### src/rtl/cpu_pkg.sv
// Shared definitions for the instruction fetch unit: the FSM state encoding,
// the next-PC select encoding, the halt opcode and a wrapping PC increment.
package cpu_pkg;

  typedef enum logic [1:0] {
    ST_IDLE  = 2'b00,
    ST_FETCH = 2'b01,
    ST_EXEC  = 2'b10,
    ST_HALT  = 2'b11
  } fetch_state_t;

  typedef enum logic [1:0] {
    PC_SRC_INC = 2'b00,
    PC_SRC_RA  = 2'b01,
    PC_SRC_ALU = 2'b10,
    PC_SRC_REG = 2'b11
  } pc_src_t;

  localparam logic [3:0] OPC_HALT = 4'h0;

  // 8-bit increment; 8'hFF rolls over to 8'h00 by plain truncation.
  function automatic logic [7:0] pc_inc(input logic [7:0] pc_val);
    return pc_val + 8'd1;
  endfunction

endpackage

### src/rtl/instruction_fetch.sv
// Instruction fetch unit: fetches one instruction byte per FETCH phase,
// presents it for one EXEC cycle, then selects the next PC and optionally
// records a return address. Opcode 0 halts the unit until reset.
//
// Ports:
//   clk, rst_n              clock, asynchronous active-low reset
//   imem_req, imem_addr     instruction read request / address (= pc)
//   imem_ack, imem_data     read-data valid / instruction byte
//   pc_enable, ra_enable    PC update and return-address write (EXEC only)
//   pc_src                  next-PC select: inc, ra, alu_result, reg_target
//   alu_result, reg_target  branch and call targets
//   opcode, operand         ir[7:4], ir[3:0]
//   instr_valid             opcode/operand qualify, one cycle per instruction
//   pc, ra                  current PC and return-address register
//   halted                  core stopped
module instruction_fetch
  import cpu_pkg::*;
#(
  parameter logic [7:0] RESET_PC = 8'h00
) (
  input  logic       clk,
  input  logic       rst_n,
  output logic       imem_req,
  output logic [7:0] imem_addr,
  input  logic       imem_ack,
  input  logic [7:0] imem_data,
  input  logic       pc_enable,
  input  logic       ra_enable,
  input  logic [1:0] pc_src,
  input  logic [7:0] alu_result,
  input  logic [7:0] reg_target,
  output logic [3:0] opcode,
  output logic [3:0] operand,
  output logic       instr_valid,
  output logic [7:0] pc,
  output logic [7:0] ra,
  output logic       halted
);

  fetch_state_t state_q, state_d;
  logic [7:0]   pc_q, pc_d;
  logic [7:0]   ra_q, ra_d;
  logic [7:0]   ir_q, ir_d;
  logic         imem_req_q;
  logic         instr_valid_q;
  logic         halted_q;
  logic [7:0]   next_pc_s;

  // Next-PC candidate selected by pc_src; ra here is the pre-update value.
  always_comb begin
    next_pc_s = pc_inc(pc_q);
    case (pc_src_t'(pc_src))
      PC_SRC_INC: next_pc_s = pc_inc(pc_q);
      PC_SRC_RA:  next_pc_s = ra_q;
      PC_SRC_ALU: next_pc_s = alu_result;
      PC_SRC_REG: next_pc_s = reg_target;
      default:    next_pc_s = pc_inc(pc_q);
    endcase
  end

  // FSM next state and next values of pc, ra and ir.
  always_comb begin
    state_d = state_q;
    pc_d    = pc_q;
    ra_d    = ra_q;
    ir_d    = ir_q;
    case (state_q)
      ST_IDLE: begin
        state_d = ST_FETCH;
      end
      ST_FETCH: begin
        if (imem_ack) begin
          ir_d    = imem_data;
          state_d = ST_EXEC;
        end else begin
          state_d = ST_FETCH;
        end
      end
      ST_EXEC: begin
        if (ir_q[7:4] == OPC_HALT) begin
          state_d = ST_HALT;
        end else begin
          state_d = ST_FETCH;
          if (pc_enable) begin
            pc_d = next_pc_s;
          end else begin
            pc_d = pc_q;
          end
        end
        if (ra_enable) begin
          ra_d = pc_inc(pc_q);
        end else begin
          ra_d = ra_q;
        end
      end
      ST_HALT: begin
        state_d = ST_HALT;
      end
      default: begin
        state_d = ST_IDLE;
      end
    endcase
  end

  // State registers; the status outputs are registered from the next state
  // so they line up exactly with the state they describe.
  always_ff @(posedge clk or negedge rst_n) begin
    if (!rst_n) begin
      state_q       <= ST_IDLE;
      pc_q          <= RESET_PC;
      ra_q          <= 8'h00;
      ir_q          <= 8'h00;
      imem_req_q    <= 1'b0;
      instr_valid_q <= 1'b0;
      halted_q      <= 1'b0;
    end else begin
      state_q       <= state_d;
      pc_q          <= pc_d;
      ra_q          <= ra_d;
      ir_q          <= ir_d;
      imem_req_q    <= (state_d == ST_FETCH);
      instr_valid_q <= (state_d == ST_EXEC);
      halted_q      <= (state_d == ST_HALT);
    end
  end

  assign imem_req    = imem_req_q;
  assign imem_addr   = pc_q;
  assign opcode      = ir_q[7:4];
  assign operand     = ir_q[3:0];
  assign instr_valid = instr_valid_q;
  assign pc          = pc_q;
  assign ra          = ra_q;
  assign halted      = halted_q;

endmodule

### config.mk
export PLATFORM = sky130hd
export DESIGN_NAME = instruction_fetch
export DESIGN_NICKNAME = d
export VERILOG_FILES = /design/src/rtl/cpu_pkg.sv /design/src/rtl/instruction_fetch.sv
export SDC_FILE = /design/constraint.sdc
export NUM_CORES = 1
export LEC_CHECK = 0
export ABC_AREA = 1
export CORE_ASPECT_RATIO = 1.5
export CORE_UTILIZATION = 40
export DETAILED_ROUTE_END_ITERATION = 7
export GPL_TIMING_DRIVEN = 0
export PLACE_DENSITY = 0.76
export REMOVE_ABC_BUFFERS = 1
export SLEW_MARGIN = 10
export SYNTH_ARGS = -nofsm -noshare
export SYNTH_HDL_FRONTEND = slang
export SYNTH_SLANG_ARGS = --single-unit
### constraint.sdc
create_clock -name clk -period 2.6 [get_ports clk]
set_clock_uncertainty 0.15 [all_clocks]
set_input_delay 0.52 -clock clk [delete_from_list [all_inputs] [get_ports clk]]
set_output_delay 0.52 -clock clk [all_outputs]
set_load 0.02 [all_outputs]
==> results of run 1 <==
-- per-stage QoR --
step	cell area, um^2	utilization (%)	power (W)
5_1_grt	2320	62.6	0.00108
2_1_floorplan	1510	-	0.000503
3_5_place_dp	2210	59.4	0.000575
6_report	2320	62.6	0.00104
4_1_cts	2320	62.6	0.00106
3_3_place_gp	2210	59.6	0.000575
-- Yosys cell counts --
library cell,n,area [um^2]
sky130_fd_sc_hd__o21ai_0,9,45.0
sky130_fd_sc_hd__nand2_4,1,11.3
sky130_fd_sc_hd__nor2_2,1,6.26
sky130_fd_sc_hd__inv_2,3,11.3
sky130_fd_sc_hd__ha_1,1,12.5
sky130_fd_sc_hd__dfrtp_1,29,726
sky130_fd_sc_hd__nand3b_1,1,7.51
sky130_fd_sc_hd__nand3_1,23,115
sky130_fd_sc_hd__nand2_1,91,342
sky130_fd_sc_hd__inv_1,15,56.3
sky130_fd_sc_hd__o21ai_1,3,15.0
sky130_fd_sc_hd__nand3b_4,1,20.0
sky130_fd_sc_hd__o21a_1,2,15.0
sky130_fd_sc_hd__inv_4,1,6.26
sky130_fd_sc_hd__nor2_4,1,11.3
sky130_fd_sc_hd__nor3_1,1,5.00
sky130_fd_sc_hd__clkinv_2,1,5.00
sky130_fd_sc_hd__a21oi_1,1,5.00
sky130_fd_sc_hd__buf_4,8,60.1
sky130_fd_sc_hd__nand2_2,1,6.26
sky130_fd_sc_hd__a21oi_4,1,16.3
sky130_fd_sc_hd__o31ai_2,1,12.5
sky130_fd_sc_hd__nand4_1,1,6.26
sky130_fd_sc_hd__nor2_1,14,52.6
-- sequential cells by signal, indices dropped and copies added (netlist names) --
signal / flops
imem_req: 1
halted: 1
ir_q: 8
imem_addr: 8
instr_valid: 1
state_q: 2
ra: 8
-- power by group through the flow --
stage | clock (W) | sequential [W] | combinational [W]
final | 0.000477 | 0.000460 | 0.000106
after global routing | 0.000505 | 0.000460 | 0.000116
after CTS | 0.000492 | 0.000460 | 0.000107
after detailed placement | 0 | 0.000468 | 0.000107
after global placement | 0 | 0.000468 | 0.000107
after floorplan | 0 | 0.000474 | 0.0000294
-- layer usage --
metal	track usage (%)	vias up
met4	11.8	0
met2	35.8	52
met1	21.0	684
met3	5.17	9
li1	-	783
met5	0	-
-- area by class of cell --
type                            instances  area [um^2]  area share (%)
Sequential cell                        29          726            31.2
Multi-Input combinational cell        154          704            30.3
Timing Repair Buffer                   65          646            27.8
Clock buffer                            7         86.3            3.71
Inverter                               20         78.8            3.39
Tap cell                               43         53.8            2.31
Clock inverter                          1         30.0            1.29
-- logic make-up (layout without fill, tap and decap cells) --
group | count (synthesis) | in the layout | share of synthesized area [%]
adders and majority gates | 1 | 1 | 0.797
buffers and inverters | 28 | 93 | 8.85
DFF | 29 | 29 | 46.3
and+or+nand+nor | 136 | 136 | 37.2
AOI/OAI and AO/OA | 17 | 17 | 6.94
-- worst paths after layout --
check | from | endpoint | slack (ns) | cells past startpoint
worst max-delay path | imem_addr[0]$_DFFE_PN0P_ | imem_addr[0] | 0.51 | 1
worst max register to register | imem_addr[0]$_DFFE_PN0P_ | ra[6]$_DFFE_PN0P_ | 0.98 | 6
max in group asynchronous | rst_n | state_q[1]$_DFF_PN0_ | 1.77 | 1
worst min register to register | ir_q[3]$_DFFE_PN0P_ | ir_q[3]$_DFFE_PN0P_ | 0.33 | 2
min in group clk | ir_q[3]$_DFFE_PN0P_ | ir_q[3]$_DFFE_PN0P_ | 0.33 | 2
worst min-delay path | rst_n | ra[2]$_DFFE_PN0P_ | 0.11 | 1
==> run metrics, run 1 <==
Arrival @ worst endpoint 1.42 ns; Die Y roughly 80 um; routability cong. between 0.8 and 0.9; total power density per cell area ~450 mW/mm^2; gate count after technology mapping approximately 210; hold slack final ~0.11 ns; CTS Buf Count 5; crit path max-delay cell type sky130_fd_sc_hd__clkdlybuf4s50_1; number of nets with antenna violations after routing 0; port buffer count 65; Clk pwr share around 46%; clk root buf sky130_fd_sc_hd__clkbuf_8; total of hold buffers inserted after clock tree synthesis 0; number of filler cells placed in the layout 340; share of cells above drive strength 1 7.25%; CP Class reg -> out; total global-route track usage between 20% and 30%; portion of total power attributed to combinational logic 10.2%; metal3 WL between 200 and 300 um; period utilization about four fifths; Final WS setup 0.506 ns; leak pwr 1.11 nW; post-synthesis sequential element count 29; largest buffer count on any clock path 2; DP Cell Count between 300 and 400; via count of the first global-routing pass roughly 1400; highest achievable clock rate about 480 MHz; TritonCTS clock tree built; crit path launch type register; detail-routed net length per standard cell ~12 um; post-route non-filler standard cell count 319; floorplan die width 53.1 um; number of antenna violations at the first check in global routing 0; Setup Buffers After CTS 0; total grt overflow 0; global-route wire length before repair approximately 6.1 mm; Rel. slew slack a little under three fifths; setup tns final 0 ns; net count of the finished layout roughly 300; CORE AREA about 0.0037 mm^2; NetSw between 0.0002 and 0.00025 W; insertion delay to the later sink of the worst-skew pair approximately 0.28 ns; RSZ-0062 raised after global routing no; Top Metal Used met4; M1 WL 1.49 mm; fin. max-slew vios 0; most frequent cells in the layout sky130_fd_sc_hd__nand2_1 (91), sky130_fd_sc_hd__clkdlybuf4s50_1 (64), sky130_fd_sc_hd__dfrtp_1 (29), sky130_fd_sc_hd__nand3_1 (23), sky130_fd_sc_hd__inv_1 (15); switching power as a share of total power approximately a fifth; ant diodes 0; total setup violations reported at the end of the flow 0; number of primary I/O pins 66; internal power of the cells about 0.00083 W; cell breakdown of the critical path clkdlybuf4s50_1; Worst-path clk slew about 0.07 ns; number of search-and-repair iterations in the first detailed-routing pass 4; Mapped Area 0.00157 mm^2; average footprint of a synthesized cell between 7 and 8 um^2; share of power burned in registers approximately 44%; largest stage delay on the critical path around 0.66 ns; wirelength, routed between 3 and 4 mm; number of clock sinks 29; worst vdd rail ir drop between 0.0004 and 0.0005 V; post-place setup slack between 0.5 and 0.6 ns; max capacitance violation total 0; floorplan row count 27; Via Count 1528; buffers plus inverters on the worst setup path 1; status complete, no violations; count of instances resized after the clock tree is built 0; Met2 Wirelength 1.93 mm; cell type group with the largest total delay on the critical path buffers and inverters; worst-path fanout max 8; distinct cell type count of the synthesized netlist 24; half-perimeter wire length of the detailed placement result slightly below 3 mm; iteration-0 DRC count of the detailed router 29; final critical-path required period approximately 2.1 ns; CP Capture Type output port; Required @ worst endpoint between 1.5 and 2 ns; proportion of synthesized chip area in sequential cells between 40% and 50%; initial cell density of the core 42.2%; pin count of the biggest net entering global routing 30; leading cell type in the layout, fill and taps excluded sky130_fd_sc_hd__nand2_1; overall die area about 0.0042 mm^2; worst hold path type in -> async; CTS HTree Levels 2; area added between synthesis and finish 48.2%; total count of hold-check failures in the final report 0; number of DRC violations after detailed routing 0; slew at the pin with the worst max-slew slack about 0.64 ns; per-cell via count in the routed design between 4 and 5; Warnings, synthesis 0
Note: power is estimated with default switching activity, not from simulation.
==> inputs of run 2 (changes only) <==
CORE_UTILIZATION = 38   (was 40)
clock period = 1.8 ns   (was 2.6 ns; I/O delays follow)
==> run 2 against run 1 <==
  * Final cell count is 0.94% higher
  * Sequential power is 44% higher
  * Total power is 27% higher
  * Count of clock-buffer cells in the layout is 1 lower
  * Critical endpoint is now ra[5]
  * Global-route usage is 1.1 points lower
  * Core utilization is 4.5 points lower
  * Setup slack worse by 0.47 ns
==> run metrics, run 2 (same netlist as run 1, synthesis figures left out) <==
Rel. slew slack 57.7% (+0.21 points); total power density per cell area 576 mW/mm^2 (+28%); number of antenna violations at the first check in global routing 0 (unchanged); period utilization a little over nine tenths; floorplan die width 54.5 um (+2.5%); total grt overflow 0 (unchanged); number of primary I/O pins 66 (unchanged); Arrival @ worst endpoint 1.26 ns (-0.16 ns); CTS Buf Count 5 (unchanged); largest buffer count on any clock path 2 (unchanged); slew at the pin with the worst max-slew slack 0.634 ns (-0.00319 ns); total setup violations reported at the end of the flow 0 (unchanged); final core occ 58.1% (-4.5 points); area added between synthesis and finish 46.6%; number of nets with antenna violations after routing 0 (unchanged); multi-input combinational cell area 704 um^2 (unchanged); RSZ-0062 raised after global routing no; ant diodes 0 (unchanged); largest stage delay on the critical path 0.61 ns (-0.05 ns); Worst-path clk slew 0.06 ns (about the same); Die Y 80.7 um (+2.5%); cell type group with the largest total delay on the critical path buffers and inverters; status complete, no violations; post-place setup slack -0.0692 ns (-0.639 ns); total global-route track usage 19.4% (-1.1 points); Final WS setup 0.0330 ns (-0.473 ns); buffers plus inverters on the worst setup path 1 (unchanged); number of search-and-repair iterations in the first detailed-routing pass 4 (unchanged); most frequent cells in the layout sky130_fd_sc_hd__nand2_1 (91), sky130_fd_sc_hd__clkdlybuf4s50_1 (37), sky130_fd_sc_hd__dfrtp_1 (29), sky130_fd_sc_hd__nand3_1 (23), sky130_fd_sc_hd__dlygate4sd2_1 (19); worst vdd rail ir drop 0.000500 V (+15%); CORE AREA 0.00396 mm^2 (+6.5%); port buffer count 65 (unchanged); initial cell density of the core 39.6% (-2.6 points); via count of the first global-routing pass 1413 (+1.1%); cell breakdown of the critical path clkdlybuf4s50_1; share of cells above drive strength 1 7.22% (-0.026 points); overall die area 0.00440 mm^2 (+5.1%); leading cell type in the layout, fill and taps excluded sky130_fd_sc_hd__nand2_1; crit path max-delay cell type sky130_fd_sc_hd__clkdlybuf4s50_1; register area 726 um^2 (unchanged); fin. max-slew vios 0 (unchanged); worst-path fanout max 3 (-5); leak pwr 1.31 nW (+18%); Overall Power 0.00132 W (+27%); max capacitance violation total 0 (unchanged); global-route wire length before repair 6.01 mm (-1.8%); floorplan row count 28 (+3.7%); Setup Buffers After CTS 0 (unchanged); number of DRC violations after detailed routing 0 (unchanged); CP Capture Type output port; pin count of the biggest net entering global routing 30 (unchanged); hold slack final 0.316 ns (+0.210 ns); crit path launch type register; number of clock sinks 29 (unchanged); highest achievable clock rate 566 MHz; Via Count 1523 (-0.33%); final critical-path required period around 1.8 ns; half-perimeter wire length of the detailed placement result 2.88 mm (-0.11%); Required @ worst endpoint 1.29 ns (-0.64 ns); clk root buf sky130_fd_sc_hd__clkbuf_8; CP Class reg -> out; total count of hold-check failures in the final report 0 (unchanged); wirelength, routed 3.80 mm (+0.66%); TritonCTS clock tree built; insertion delay to the later sink of the worst-skew pair 0.28 ns (about the same); CTS HTree Levels 2 (unchanged); net count of the finished layout 308 (+0.33%); iteration-0 DRC count of the detailed router 16 (-45%); worst hold path type reg -> reg; per-cell via count in the routed design 4.73 (-1.3%); routability cong. 0.786 (-1.9%); number of filler cells placed in the layout 387 (+14%); detail-routed net length per standard cell 11.8 um (-0.28%)
[run 2: cell types whose count changed in the layout (fill, tap and decap cells not counted)]
cell,before,now
sky130_fd_sc_hd__bufinv_16,1,0
sky130_fd_sc_hd__clkbuf_8,6,5
sky130_fd_sc_hd__clkdlybuf4s50_1,64,37
sky130_fd_sc_hd__clkinv_2,1,3
sky130_fd_sc_hd__dlygate4sd2_1,0,19
sky130_fd_sc_hd__dlygate4sd3_1,0,1
sky130_fd_sc_hd__dlymetal6s2s_1,0,8
[run 2: layout make-up]
class	instances	area share (%)
repair buffers	66	28.3
clock inverters	2	0.435
multi-input cells	154	30.6
clock buffers	6	3.16
flip-flops and latches	29	31.6
inverters	20	3.43
well taps	45	2.45
[run 2: metal layers]
| metal | routed length (um) | global-route usage [%] | vias up |
|---|---|---|---|
| met5 | 0 | 0 | - |
| met4 | 102 | 10.3 | 0 |
| met3 | 266 | 6.25 | 10 |
| met2 | 1870 | 33.5 | 55 |
| met1 | 1570 | 19.8 | 670 |
| li1 | - | - | 788 |
[run 2: path summary, 6_finish.rpt]
| path | start | to | slack (ns) | depth (start not counted) |
|---|---|---|---|---|
| worst max-delay path | ra[5]$_DFFE_PN0P_ | ra[5] | 0.03 | 1 |
| worst min-delay path | ir_q[3]$_DFFE_PN0P_ | ir_q[3]$_DFFE_PN0P_ | 0.32 | 2 |
| worst max register to register | imem_addr[0]$_DFFE_PN0P_ | imem_addr[6]$_DFFE_PN0P_ | 0.22 | 6 |
| worst min register to register | ir_q[3]$_DFFE_PN0P_ | ir_q[3]$_DFFE_PN0P_ | 0.32 | 2 |
| max in group asynchronous | rst_n | imem_req$_DFF_PN0_ | 0.60 | 2 |
| min in group asynchronous | rst_n | ra[1]$_DFFE_PN0P_ | 0.48 | 2 |
[run 2: what timing repair did]
item | CTS | global route
hold buffers | 1 | 0
endpoints found under the hold margin | 29 | 0
gates resized for setup | 19 | 8
setup endpoints to repair | 19 | 8
[run 2: power by group]
group	switching, W	internal [W]
sequential	0.00000526	0.000659
combinational	0.0000695	0.0000847
clock	0.000239	0.000267
[run 2: stage by stage]
stage	instance area, um^2	std cells	setup TNS [ns]
after floorplan	1510	203	0
after global placement	2220	313	-7.44
after detailed placement	2210	313	-0.322
after CTS	2280	322	0
after global routing	2300	322	0
final	2300	322	0
==> inputs of run 3 (changes only) <==
CTS_CLUSTER_SIZE = 20   (was unset)
==> results of run 3 <==
The final DEF is identical to that of run 2; final timing and power are the same.
